### src/rtl/page_quad_launch_ctrl_pkg.sv
`default_nettype none
// ============================================================================
// Module   : page_ctrl_pkg
// Purpose  : Shared command/state encodings for the quad page launch sequencer.
// Revision : 1.0 - initial release
// ============================================================================
package page_ctrl_pkg;

    localparam int NUM_PAGES = 4;

    typedef enum logic [1:0] {
        CMD_NOP    = 2'b00,
        CMD_LAUNCH = 2'b01,
        CMD_HALT   = 2'b10,
        CMD_RESEND = 2'b11
    } cmd_e;

    typedef enum logic [1:0] {
        IDLE   = 2'b00,
        RST    = 2'b01,
        SETTLE = 2'b10,
        RUN    = 2'b11
    } state_e;

endpackage
`default_nettype wire

### src/rtl/page_quad_launch_ctrl_if.sv
`default_nettype none
// ============================================================================
// Module   : page_quad_launch_ctrl_if
// Purpose  : Command channel and per-page control lines of the launch sequencer.
// Revision : 1.0 - initial release
// ============================================================================
interface page_quad_launch_ctrl_if;
    import page_ctrl_pkg::*;

    logic                 cfg_valid;
    logic [1:0]           cfg_page;
    logic [1:0]           cfg_cmd;
    logic                 cfg_ready;
    logic [NUM_PAGES-1:0] page_reset;
    logic [NUM_PAGES-1:0] page_ap_start;
    logic [NUM_PAGES-1:0] page_resend;
    logic [NUM_PAGES-1:0] page_running;
    logic                 cmd_err;

    modport master (
        output cfg_valid, cfg_page, cfg_cmd,
        input  cfg_ready, page_reset, page_ap_start, page_resend, page_running, cmd_err
    );

    modport slave (
        input  cfg_valid, cfg_page, cfg_cmd,
        output cfg_ready, page_reset, page_ap_start, page_resend, page_running, cmd_err
    );

endinterface
`default_nettype wire

### src/rtl/page_quad_launch_ctrl_fsm.sv
`default_nettype none
// ============================================================================
// Module   : page_launch_fsm
// Purpose  : Single-page reset/settle/run sequencer with registered outputs.
// Revision : 1.0 - initial release
// ============================================================================
module page_launch_fsm
    import page_ctrl_pkg::*;
#(
    parameter int RST_CYCLES    = 16,
    parameter int SETTLE_CYCLES = 4,
    parameter int CNT_W         = 8
) (
    input  logic clk,
    input  logic reset,
    input  logic i_cmd_stb,
    input  cmd_e i_cmd,
    output logic o_reset,
    output logic o_ap_start,
    output logic o_resend,
    output logic o_running,
    output logic o_busy,
    output logic o_illegal
);

    localparam logic [CNT_W-1:0] c_rst_load    = CNT_W'(RST_CYCLES);
    localparam logic [CNT_W-1:0] c_settle_load = CNT_W'(SETTLE_CYCLES);
    localparam logic [CNT_W-1:0] c_one         = CNT_W'(1);

    state_e           r_state, w_state_nxt;
    logic [CNT_W-1:0] r_cnt, w_cnt_nxt;
    logic             w_resend_nxt, w_illegal;
    logic             r_reset, r_ap_start, r_resend, r_running;

    always_comb begin
        w_state_nxt  = r_state;
        w_cnt_nxt    = r_cnt;
        w_resend_nxt = 1'b0;
        w_illegal    = 1'b0;

        // Leaving a phase on count==1 makes each phase exactly its load value long
        case (r_state)
            RST: begin
                if (r_cnt == c_one) begin
                    w_state_nxt = SETTLE;
                    w_cnt_nxt   = c_settle_load;
                end else begin
                    w_cnt_nxt = r_cnt - c_one;
                end
            end
            SETTLE: begin
                if (r_cnt == c_one) begin
                    w_state_nxt = RUN;
                    w_cnt_nxt   = '0;
                end else begin
                    w_cnt_nxt = r_cnt - c_one;
                end
            end
            default: ;
        endcase

        if (i_cmd_stb) begin
            case (i_cmd)
                CMD_LAUNCH: begin
                    if (r_state == IDLE || r_state == RUN) begin
                        w_state_nxt = RST;
                        w_cnt_nxt   = c_rst_load;
                    end
                end
                CMD_HALT: begin
                    w_state_nxt = IDLE;
                    w_cnt_nxt   = '0;
                end
                CMD_RESEND: begin
                    if (r_state == RUN) w_resend_nxt = 1'b1;
                    else                w_illegal    = 1'b1;
                end
                default: ;
            endcase
        end
    end

    always_ff @(posedge clk) begin
        if (reset) begin
            r_state    <= IDLE;
            r_cnt      <= '0;
            r_reset    <= 1'b1;
            r_ap_start <= 1'b0;
            r_resend   <= 1'b0;
            r_running  <= 1'b0;
        end else begin
            r_state    <= w_state_nxt;
            r_cnt      <= w_cnt_nxt;
            r_reset    <= (w_state_nxt == IDLE) || (w_state_nxt == RST);
            r_ap_start <= (w_state_nxt == RUN);
            r_resend   <= w_resend_nxt;
            r_running  <= (w_state_nxt == RUN);
        end
    end

    assign o_reset    = r_reset;
    assign o_ap_start = r_ap_start;
    assign o_resend   = r_resend;
    assign o_running  = r_running;
    assign o_busy     = (r_state == RST) || (r_state == SETTLE);
    assign o_illegal  = w_illegal;

endmodule
`default_nettype wire

### src/rtl/page_quad_launch_ctrl.sv
`default_nettype none
// ============================================================================
// Module   : page_quad_launch_ctrl
// Purpose  : Launch sequencer for the four leaf pages of a quad region.
// Revision : 1.0 - initial release
// ============================================================================
module page_quad_launch_ctrl
    import page_ctrl_pkg::*;
#(
    parameter int RST_CYCLES    = 16,
    parameter int SETTLE_CYCLES = 4,
    parameter int CNT_W         = 8
) (
    input  logic                    clk,
    input  logic                    reset,
    page_quad_launch_ctrl_if.slave  bus
);

    logic [NUM_PAGES-1:0] w_stb, w_busy, w_illegal;
    logic [NUM_PAGES-1:0] w_rst, w_ap, w_resend, w_run;
    logic                 w_ready;
    logic                 r_cmd_err;

    // A LAUNCH may not restart a page that is still mid-sequence
    assign w_ready = !((cmd_e'(bus.cfg_cmd) == CMD_LAUNCH) && w_busy[bus.cfg_page]);

    generate
        for (genvar gi = 0; gi < NUM_PAGES; gi++) begin : g_page
            localparam logic [1:0] c_idx = 2'(gi);

            assign w_stb[gi] = bus.cfg_valid && w_ready && (bus.cfg_page == c_idx);

            page_launch_fsm #(
                .RST_CYCLES    (RST_CYCLES),
                .SETTLE_CYCLES (SETTLE_CYCLES),
                .CNT_W         (CNT_W)
            ) u_fsm (
                .clk        (clk),
                .reset      (reset),
                .i_cmd_stb  (w_stb[gi]),
                .i_cmd      (cmd_e'(bus.cfg_cmd)),
                .o_reset    (w_rst[gi]),
                .o_ap_start (w_ap[gi]),
                .o_resend   (w_resend[gi]),
                .o_running  (w_run[gi]),
                .o_busy     (w_busy[gi]),
                .o_illegal  (w_illegal[gi])
            );
        end
    endgenerate

    always_ff @(posedge clk) begin
        if (reset) r_cmd_err <= 1'b0;
        else       r_cmd_err <= r_cmd_err | (|w_illegal);
    end

    assign bus.cfg_ready     = w_ready;
    assign bus.page_reset    = w_rst;
    assign bus.page_ap_start = w_ap;
    assign bus.page_resend   = w_resend;
    assign bus.page_running  = w_run;
    assign bus.cmd_err       = r_cmd_err;

endmodule
`default_nettype wire
### src/flat_wrapper.sv
// flat-port wrapper written by rule: the top's interface ports become plain ports
module page_quad_launch_ctrl_flat import page_ctrl_pkg::*;
#(
    parameter int RST_CYCLES    = 16,
    parameter int SETTLE_CYCLES = 4,
    parameter int CNT_W         = 8
)
  (clk, reset, bus_cfg_valid, bus_cfg_page, bus_cfg_cmd, bus_cfg_ready, bus_page_reset, bus_page_ap_start, bus_page_resend, bus_page_running, bus_cmd_err);
  page_quad_launch_ctrl_if bus_i ();
  input  logic clk;
  input  logic reset;
  input wire logic [$bits(bus_i.cfg_valid)-1:0] bus_cfg_valid;
  input wire logic [$bits(bus_i.cfg_page)-1:0] bus_cfg_page;
  input wire logic [$bits(bus_i.cfg_cmd)-1:0] bus_cfg_cmd;
  output wire logic [$bits(bus_i.cfg_ready)-1:0] bus_cfg_ready;
  output wire logic [$bits(bus_i.page_reset)-1:0] bus_page_reset;
  output wire logic [$bits(bus_i.page_ap_start)-1:0] bus_page_ap_start;
  output wire logic [$bits(bus_i.page_resend)-1:0] bus_page_resend;
  output wire logic [$bits(bus_i.page_running)-1:0] bus_page_running;
  output wire logic [$bits(bus_i.cmd_err)-1:0] bus_cmd_err;
  assign bus_i.cfg_valid = bus_cfg_valid;
  assign bus_i.cfg_page = bus_cfg_page;
  assign bus_i.cfg_cmd = bus_cfg_cmd;
  assign bus_cfg_ready = bus_i.cfg_ready;
  assign bus_page_reset = bus_i.page_reset;
  assign bus_page_ap_start = bus_i.page_ap_start;
  assign bus_page_resend = bus_i.page_resend;
  assign bus_page_running = bus_i.page_running;
  assign bus_cmd_err = bus_i.cmd_err;
  page_quad_launch_ctrl #(.RST_CYCLES(RST_CYCLES), .SETTLE_CYCLES(SETTLE_CYCLES), .CNT_W(CNT_W)) u_core (.clk(clk), .reset(reset), .bus(bus_i));
endmodule
### config.mk
export PLATFORM = sky130hd
export DESIGN_NAME = page_quad_launch_ctrl_flat
export DESIGN_NICKNAME = d
export VERILOG_FILES = /design/src/rtl/page_quad_launch_ctrl_pkg.sv /design/src/rtl/page_quad_launch_ctrl_if.sv /design/src/rtl/page_quad_launch_ctrl_fsm.sv /design/src/rtl/page_quad_launch_ctrl.sv /design/src/flat_wrapper.sv
export SDC_FILE = /design/constraint.sdc
export NUM_CORES = 1
export LEC_CHECK = 0
export BUFFER_PORTS_ARGS = -buffer_cell sky130_fd_sc_hd__buf_4
export CORE_ASPECT_RATIO = 0.6
export CORE_MARGIN = 5
export CORE_UTILIZATION = 35
export DETAILED_ROUTE_END_ITERATION = 7
export SYNTH_ARGS = -nofsm -noshare
export SYNTH_HDL_FRONTEND = slang
export SYNTH_SLANG_ARGS = --single-unit
export TNS_END_PERCENT = 20
### constraint.sdc
create_clock -name clk -period 4.7 [get_ports clk]
set_input_delay 1.41 -clock clk [delete_from_list [all_inputs] [get_ports clk]]
set_output_delay 1.41 -clock clk [all_outputs]
set_load 0.01 [all_outputs]
# == Word level (Yosys, flattened, before mapping) ==
# Cells that the tools add are included.
# totals
regBits,53
input_bits,7
output_inout_bits,18
word_cells,161
# op_classes
add_sub_neg,4
order_cmp,1
n_eq_ne,30
n_mux,66
n_bitwise,6
reduce_logical,33
# op_table
op,n
8-bit 2-to-1 mux,16
8-bit case mux with 2 select lines,8
"2-bit == test, second input constant",16
"8-bit by 1-bit == test with 1-bit output, second input constant",4
2-bit 2-to-1 mux,16
2-bit case mux with 2 select lines,8
"8-bit by 1-bit subtractor with 8-bit output, second input constant",4
"2-bit by 1-bit == test with 1-bit output, second input constant",10
2-bit zero test,9
1-bit 2-to-1 mux,17
1-bit logical OR,12
3-bit OR reduction,4
1-bit logical AND,6
1-bit inverter,5
4-bit OR reduction,1
"2-bit by 3-bit less-than comparator with 1-bit output, second input constant",1
1-bit binary-select mux with 2-bit select,1
1-bit zero test,1
1-bit bitwise OR,1

# == Longest topological paths before layout ==
# Gate-level depths: netlist of run 1.
# logic_depth
ltp_word,11
ltp_mapped,7
depth_no_buf,6

# == By module ==
# A second synthesis of run 1 with hierarchy kept.
# hier_totals
cells_unflattened,347
hier_area_um2,3129.3
# by_module_without_submodules
module,instances,cells_each,area_each_um2,seq_area_each_um2
page_launch_fsm at u_core.g_page[0].u_fsm ...,3,83,744.5,260.2
page_launch_fsm at u_core.g_page[3].u_fsm,1,83,775.7,260.2
page_quad_launch_ctrl,1,15,120.1,20.0

# == Least setup slack after synthesis of run 1 ==
# OpenSTA, ideal clock, no wires.
# synth_path
kind,input-to-output
start,in bus_cfg_page[0]
end,out bus_cfg_ready
arrival_time_ns,2.182
t_required_ns,3.290
path_slack_ns,1.108
stages,3
n_path_buf,1
cell_sequence,buf_6 > mux4_2 > nand2b_1
# synth_between
elab_chain_cells,4
# synth_lines
element,line,text
from (decl),flat_wrapper.sv:13,input wire logic [$bits(bus_i.cfg_page)-1:0] bus_cfg_page;
1-bit binary-select mux with 2-bit select,page_quad_launch_ctrl.sv:25,assign w_ready = !((cmd_e'(bus.cfg_cmd) == CMD_LAUNCH) && w_busy[bus.cfg_page]);
1-bit 2-to-1 mux (implied by the code),page_quad_launch_ctrl.sv:25,
1-bit logical AND,page_quad_launch_ctrl.sv:25,
1-bit zero test,page_quad_launch_ctrl.sv:25,
to (decl),flat_wrapper.sv:15,output wire logic [$bits(bus_i.cfg_ready)-1:0] bus_cfg_ready;
# Every way passes these cells. The select of a mux whose other input is x is not followed.

# == Final worst setup path of run 1 ==
# Ends and elaborated chain as after synthesis.

==> summary.txt, run 1 <==
Status: finished clean
Hold Fails Final Rpt: 0
Top_reg_cell synth: dfxtp_1
Relative slew slack: 0.599
Mapped Nets: 385
Drt pass-1 iters: 4
Crit path arrival time: 2.38 ns
Register bit count reported by yosys: 53
Ports: 25
Power, Total: 0.922 mW
Critical path class: in2out
Worst Setup Start Kind: input pin
Starting Density: 0.359
Drt wl/cell: 14.0 um
Post-CTS setup buffers: 0
XOR/XNOR share of the synthesized area: 0.0458
Main combinational cell family by area after synthesis: simple AND/OR/NAND/NOR gates
Max Slew Vio Count: 0
WP data required: 3.29 ns
Hpwl dp: 5060 um
CTS tree: built
Syn avg cell area: 8.60 um^2
Min-delay worst type: reg2reg
Crit path time final: 3.79 ns
CTS clk-pin slew, worst paths: 0.07 ns
Routability cong.: 0.822
Reg2reg path depth: 6
Crit path largest cell delay: 0.51 ns
Mux share of post-synthesis cell area: 0.0278
Simple-gate share of the synthesized area: 0.220
Post-synthesis cell count: 356
Iter 0 DRT Violations: 191
CTS Root Buffer Type: clkbuf_16
Initial antenna violation count: 0
Max Cap Violations: 0
Pwr per Cell Area: 275 nW/um^2
Crit end category: primary output
Peak VDD IR: 138 uV
RR Endpoint: u_core.g_page[3].u_fsm.o_resend
Chip width: 131 um
GRT Util Overall: 0.133
Num CTS Buffers: 5
CP Max Fanout: 10
Critical path's slowest cell: mux4_2
N_diodes: 0
Die height: 82.5 um
Worst-Skew Late Latency: 0.30 ns
EDFF count, synth: 0
Layout cells sized above 1: 0.121
P_leak: 1.34 nW
Worst-path cell chain: buf_4, mux4_2, nand2b_1, buf_4
RSZ-0062 raised after global routing: no
WHS Endpoint: u_core.g_page[2].u_fsm.r_cnt[6]
FF-to-FF Start: u_core.g_page[3].u_fsm.r_state[0]
Routed Antenna Nets: 0
Yosys cell types: 61
Die area: 10800 um^2
Final WL: 6670 um
Flop-to-flop setup slack: 2.52 ns
Fmax: 0.264 GHz
Worst-Margin Slew: 0.594 ns
First-pass GRT wire length: 11400 um
Setup_tns: 0 ns
Fin crit share: 0.806
Core area: 8520 um^2
Vias in the first global route: 2313
Std cell rows: 26
# DRC: 0
Count of clock tree sinks: 53
Port Buffers: 24
Final Skew: 0.00642 ns
Vias: 2447
PnR worst setup slack: 0.912 ns
Sequential share of the synthesized area: 0.346
Hold path depth: 1
Leading area contributor after synthesis: dfxtp_1
CTS max path bufs: 2
Top cell type's share of synthesized area: 0.346
Hold_buf cts: 0
Endpoints failing setup: 0
Largest net degree at the start of global routing: 16
Post-synthesis adder-cell area fraction: 0.0899
Total number of H-tree levels: 2
Via density: 5.15
Synthesis warning total: 0
Ys async rst share: 0
Post-CTS Resized: 0
Mapped Area: 3060 um^2
Nets@finish: 392
Origin of the worst min-delay path: u_core.g_page[2].u_fsm.r_cnt[6]
Compound-Gate Fraction of Synth Area: 0.187
Overflow left after global routing: 0
Setup WS pre-CTS: 0.900 ns
Largest cells by area after synthesis: dfxtp_1 (35%), ha_1 (9.0%), a21oi_1 (5.9%)
CP most frequent cell: buf_4
Synth-to-layout area growth: 9.68%
-- area by class of cell --
| cell class | instances | area (um^2) |
|---|---|---|
| Fill cell | 869 | 5160 |
| Multi-Input combinational cell | 254 | 1750 |
| Sequential cell | 53 | 1060 |
| Timing Repair Buffer | 24 | 180 |
| Tap cell | 112 | 140 |
| Clock buffer | 6 | 129 |
| Inverter | 25 | 93.8 |
| Clock inverter | 1 | 8.76 |
-- routing by layer --
layer	share of wire	wire length [um]	up-vias	track usage
met4	0.014	91	0	0.0339
met3	0.053	355	10	0.0347
met1	0.55	3700	1125	0.207
met5	0	0	-	0
met2	0.38	2530	50	0.175
li1	-	-	1262	-
-- placed cells by master (no fill, tap or decap), types with 2 or more instances in the layout --
cell type	instances
o311ai_0	2
inv_1	25
or3b_2	2
nor3b_1	6
nor2_1	32
o21bai_1	6
a211oi_1	2
a21boi_0	3
nor4_4	2
nand2_1	21
nor3_1	10
and2_1	4
a21oi_1	36
o21ai_0	18
nand3b_1	2
nand3_1	7
ha_1	22
a32oi_1	2
nand2b_1	2
a31oi_1	4
dfxtp_1	53
clkbuf_16	5
nor4_1	5
xnor2_1	8
and3_1	4
a221oi_1	3
and4_1	2
nor2b_1	5
or3_1	2
mux4_2	2
o21a_1	2
xor2_1	8
buf_4	24
a21o_1	3
mux2i_1	4
-- synthesized netlist by cell type (4+ instances only) --
cell / n
nor2_1: 32
nor3_1: 10
o21bai_1: 6
mux2i_1: 4
xnor2_1: 8
and3_1: 4
ha_1: 22
dfxtp_1: 53
buf_4: 16
nand2_1: 21
nor3b_1: 6
inv_1: 25
nor2b_1: 5
a31oi_1: 4
o21ai_0: 18
xor2_1: 8
a21oi_1: 36
and2_1: 4
nand3_1: 7
nor4_1: 5
-- worst max-delay path by stage --
stage                         end             from  slack [ns]
floorplan           bus_cfg_ready  bus_cfg_page[0]        1.11
detailed placement  bus_cfg_ready  bus_cfg_page[0]        0.90
global route        bus_cfg_ready  bus_cfg_page[0]        0.88
CTS                 bus_cfg_ready  bus_cfg_page[0]        0.90
global placement    bus_cfg_ready  bus_cfg_page[0]        0.93
finish              bus_cfg_ready  bus_cfg_page[0]        0.91
-- through the flow --
| step | instance area (um^2) | hold WS [ns] | util | instances |
|---|---|---|---|---|
| final | 3360 | 0.516 | 0.394 | 475 |
| after global routing | 3360 | 0.544 | 0.394 | 475 |
| after CTS | 3360 | 0.514 | 0.394 | 475 |
| after detailed placement | 3220 | 0.499 | 0.378 | 468 |
| after global placement | 3220 | 0.493 | 0.378 | 468 |
| after floorplan | 3060 | 0.470 | - | 356 |
-- critical path, delay by kind of cell --
kind,cells,cell delay (ns)
simple gates,1,0.17
buf+inv,2,0.29
mux,1,0.51
-- cells by family (layout without fill, tap and decap cells) --
kind of cell,Yosys count,count (layout)
compound gates,92,92
fa+ha+maj,22,22
buf+inv,49,56
xor+xnor,16,16
mux,6,6
flops,53,53
simple gates,118,118
-- state kept, by name, indices dropped and copies added (netlist names) --
name	flops
u_core.g_page.u_fsm.o_resend	4
u_core.g_page.u_fsm.o_ap_start	1
u_core.g_page.u_fsm.o_reset	4
u_core.g_page.u_fsm.r_state	8
u_core.g_page.u_fsm.o_running	3
u_core.g_page.u_fsm.r_cnt	32
u_core.bus.cmd_err	1
-- power breakdown --
group / internal (mW) / switching (mW) / total (mW)
sequential: 0.458 / 0.0110 / 0.469
clock: 0.196 / 0.165 / 0.361
combinational: 0.0376 / 0.0549 / 0.0925
total: 0.691 / 0.231 / 0.922
Power figures use the tool's default switching activity.
==> inputs of run 2 (changes only) <==
==> constraint.sdc (replaced) <==
create_clock -name clk -period 3.8 [get_ports clk]
set_input_delay 1.14 -clock clk [delete_from_list [all_inputs] [get_ports clk]]
set_output_delay 1.14 -clock clk [all_outputs]
set_load 0.01 [all_outputs]
==> summary.txt, run 2 (synthesis gave the netlist of run 1 again) <==
Status: finished clean
CTS max path bufs: 2 (unchanged)
WP data required: 2.66 ns (-0.63 ns)
Crit path time final: 3.23 ns
Die area: 10800 um^2 (unchanged)
CTS clk-pin slew, worst paths: 0.07 ns (about the same)
Switching pwr: 0.298 mW (+29%)
Net Sw Frac: 0.240 (-0.0105)
Relative slew slack: 0.599 (about the same)
Crit path arrival time: 2.09 ns (-0.29 ns)
Ports: 25 (unchanged)
Vias in the first global route: 2351 (+1.6%)
Hold_buf cts: 0 (unchanged)
Total number of H-tree levels: 2 (unchanged)
Worst setup path startpoint: bus_cfg_page[0]
Core area: 8520 um^2 (unchanged)
Post-CTS Resized: 0 (unchanged)
Fillers: 866 (-0.35%)
Pint: 0.943 mW (+36%)
Sequential cell area: 1060 um^2 (unchanged)
Count of clock tree sinks: 53 (unchanged)
Max Slew Vio Count: 0 (unchanged)
Most frequent cells in the layout: dfxtp_1 (53), a21oi_1 (36), nor2_1 (32), inv_1 (25), buf_4 (25)
Largest net degree at the start of global routing: 17 (+1)
Die height: 82.5 um (unchanged)
Setup_tns: 0 ns (unchanged)
Drt wl/cell: 14.3 um (+1.9%)
Area of the multi-input gates: 1750 um^2 (unchanged)
Biggest register: u_core.g_page.u_fsm.r_cnt
Port Buffers: 24 (unchanged)
CP Max Fanout: 10 (unchanged)
Layout cells sized above 1: 0.129 (+0.00756)
Worst-Margin Slew: 0.594 ns (-0.000249 ns)
Routability cong.: 0.839 (+2.1%)
Critical path class: in2out
Critical path's slowest cell: mux4_2
Power, Total: 1.24 mW (+34%)
Worst Setup Start Kind: input pin
Final Skew: 0.00414 ns (-0.00228 ns)
Final WL: 6830 um (+2.3%)
Worst-path cell chain: buf_4, mux4_2, nand2b_1, buf_4
Min-delay worst type: reg2reg
Drt pass-1 iters: 5 (+1)
Fmax: 0.309 GHz
Crit end category: primary output
FF-to-FF Start: u_core.g_page[3].u_fsm.r_state[0]
RSZ-0062 raised after global routing: no
Post-CTS setup buffers: 0 (unchanged)
Hold Fails Final Rpt: 0 (unchanged)
Std cell rows: 26 (unchanged)
Combinational share of power: 0.094 (-0.006)
Clk pwr share: 0.438 (+0.046)
Top Registers: u_core.g_page.u_fsm.r_cnt: 32 flops, u_core.g_page.u_fsm.r_state: 8 flops
Endpoints failing setup: 0 (unchanged)
Commonest non-fill, non-tap cell in the layout: dfxtp_1
Worst path bufs/invs: 2 (unchanged)
Family with the most delay on the worst path: multiplexers
First-pass GRT wire length: 11500 um (+1.2%)
Origin of the worst min-delay path: u_core.g_page[1].u_fsm.r_cnt[7]
Max Cap Violations: 0 (unchanged)
Largest register FFs: 32 (unchanged)
Synth-to-layout area growth: 11.2%
Fin crit share: 0.851
Routed Antenna Nets: 0 (unchanged)
Vias: 2498 (+2.1%)
CTS Root Buffer Type: clkbuf_16
Chip width: 131 um (unchanged)
Crit path largest cell delay: 0.50 ns (about the same)
CP most frequent cell: buf_4
Initial antenna violation count: 0 (unchanged)
P_leak: 1.36 nW (+1.6%)
Overflow left after global routing: 0 (unchanged)
Reg power frac: 0.468 (-0.040)
N_diodes: 0 (unchanged)
Starting Density: 0.359 (unchanged)
Pwr per Cell Area: 364 nW/um^2 (+33%)
CTS tree: built
Via density: 5.24 (+1.7%)
Worst-Skew Late Latency: 0.30 ns (about the same)
Peak VDD IR: 168 uV (+22%)
# DRC: 0 (unchanged)
Num CTS Buffers: 5 (unchanged)
Nets@finish: 393 (+0.26%)
Iter 0 DRT Violations: 248 (+30%)
GRT Util Overall: 0.135 (+0.00272)
Hpwl dp: 4960 um (-2.0%)
[run 2: cell types whose count changed in the layout (fill, tap and decap cells not counted), sizes merged]
cell / previous run / this run
clkinv: 1 / 0
clkinvlp: 0 / 1
bufinv: 0 / 1
buf: 24 / 25
[run 2: layout make-up]
cell class | instances | share of cell area
Multi-Input combinational cell | 254 | 0.513
Sequential cell | 53 | 0.312
Timing Repair Buffer | 25 | 0.0551
Tap cell | 112 | 0.0411
Clock buffer | 6 | 0.0408
Inverter | 25 | 0.0276
Clock inverter | 2 | 0.0110
[run 2: per-layer routing]
layer	vias to the layer above	global-route usage	part of all wire
met1	1164	0.201	0.54
li1	1257	-	-
met3	7	0.0366	0.054
met4	0	0.0400	0.013
met2	70	0.189	0.39
met5	-	0	0
[run 2: final timing paths]
kind | end | slack, ns | depth (start not counted)
worst min register to register | u_core.g_page[1].u_fsm.r_cnt[7] | 0.51 | 2
worst min-delay path | u_core.g_page[1].u_fsm.r_cnt[7] | 0.51 | 2
worst max-delay path | bus_cfg_ready | 0.57 | 4
worst max register to register | u_core.g_page[3].u_fsm.o_resend | 1.63 | 6
[run 2: metrics by stage]
step	utilization	setup WS, ns	instances	hold slack, ns	instance area, um^2
2_1_floorplan	-	0.748	356	0.470	3060
3_3_place_gp	0.379	0.578	469	0.493	3230
3_5_place_dp	0.379	0.569	469	0.498	3230
4_1_cts	0.400	0.567	477	0.512	3410
5_1_grt	0.400	0.529	477	0.534	3410
6_report	0.400	0.567	477	0.513	3410
[run 2: power by group through the flow]
stage | sequential [mW] | combinational (mW) | clock [mW]
detailed placement | 0.592 | 0.114 | 0
global placement | 0.592 | 0.113 | 0
global route | 0.582 | 0.131 | 0.581
finish | 0.580 | 0.117 | 0.544
CTS | 0.580 | 0.115 | 0.560
floorplan | 0.589 | 0.0862 | 0
[run 2: tightest hold or removal path, cell delays in order (launching register included)]
cell and delay, ns:
dfxtp_1 0.33, o21ai_0 0.07, a21oi_1 0.06
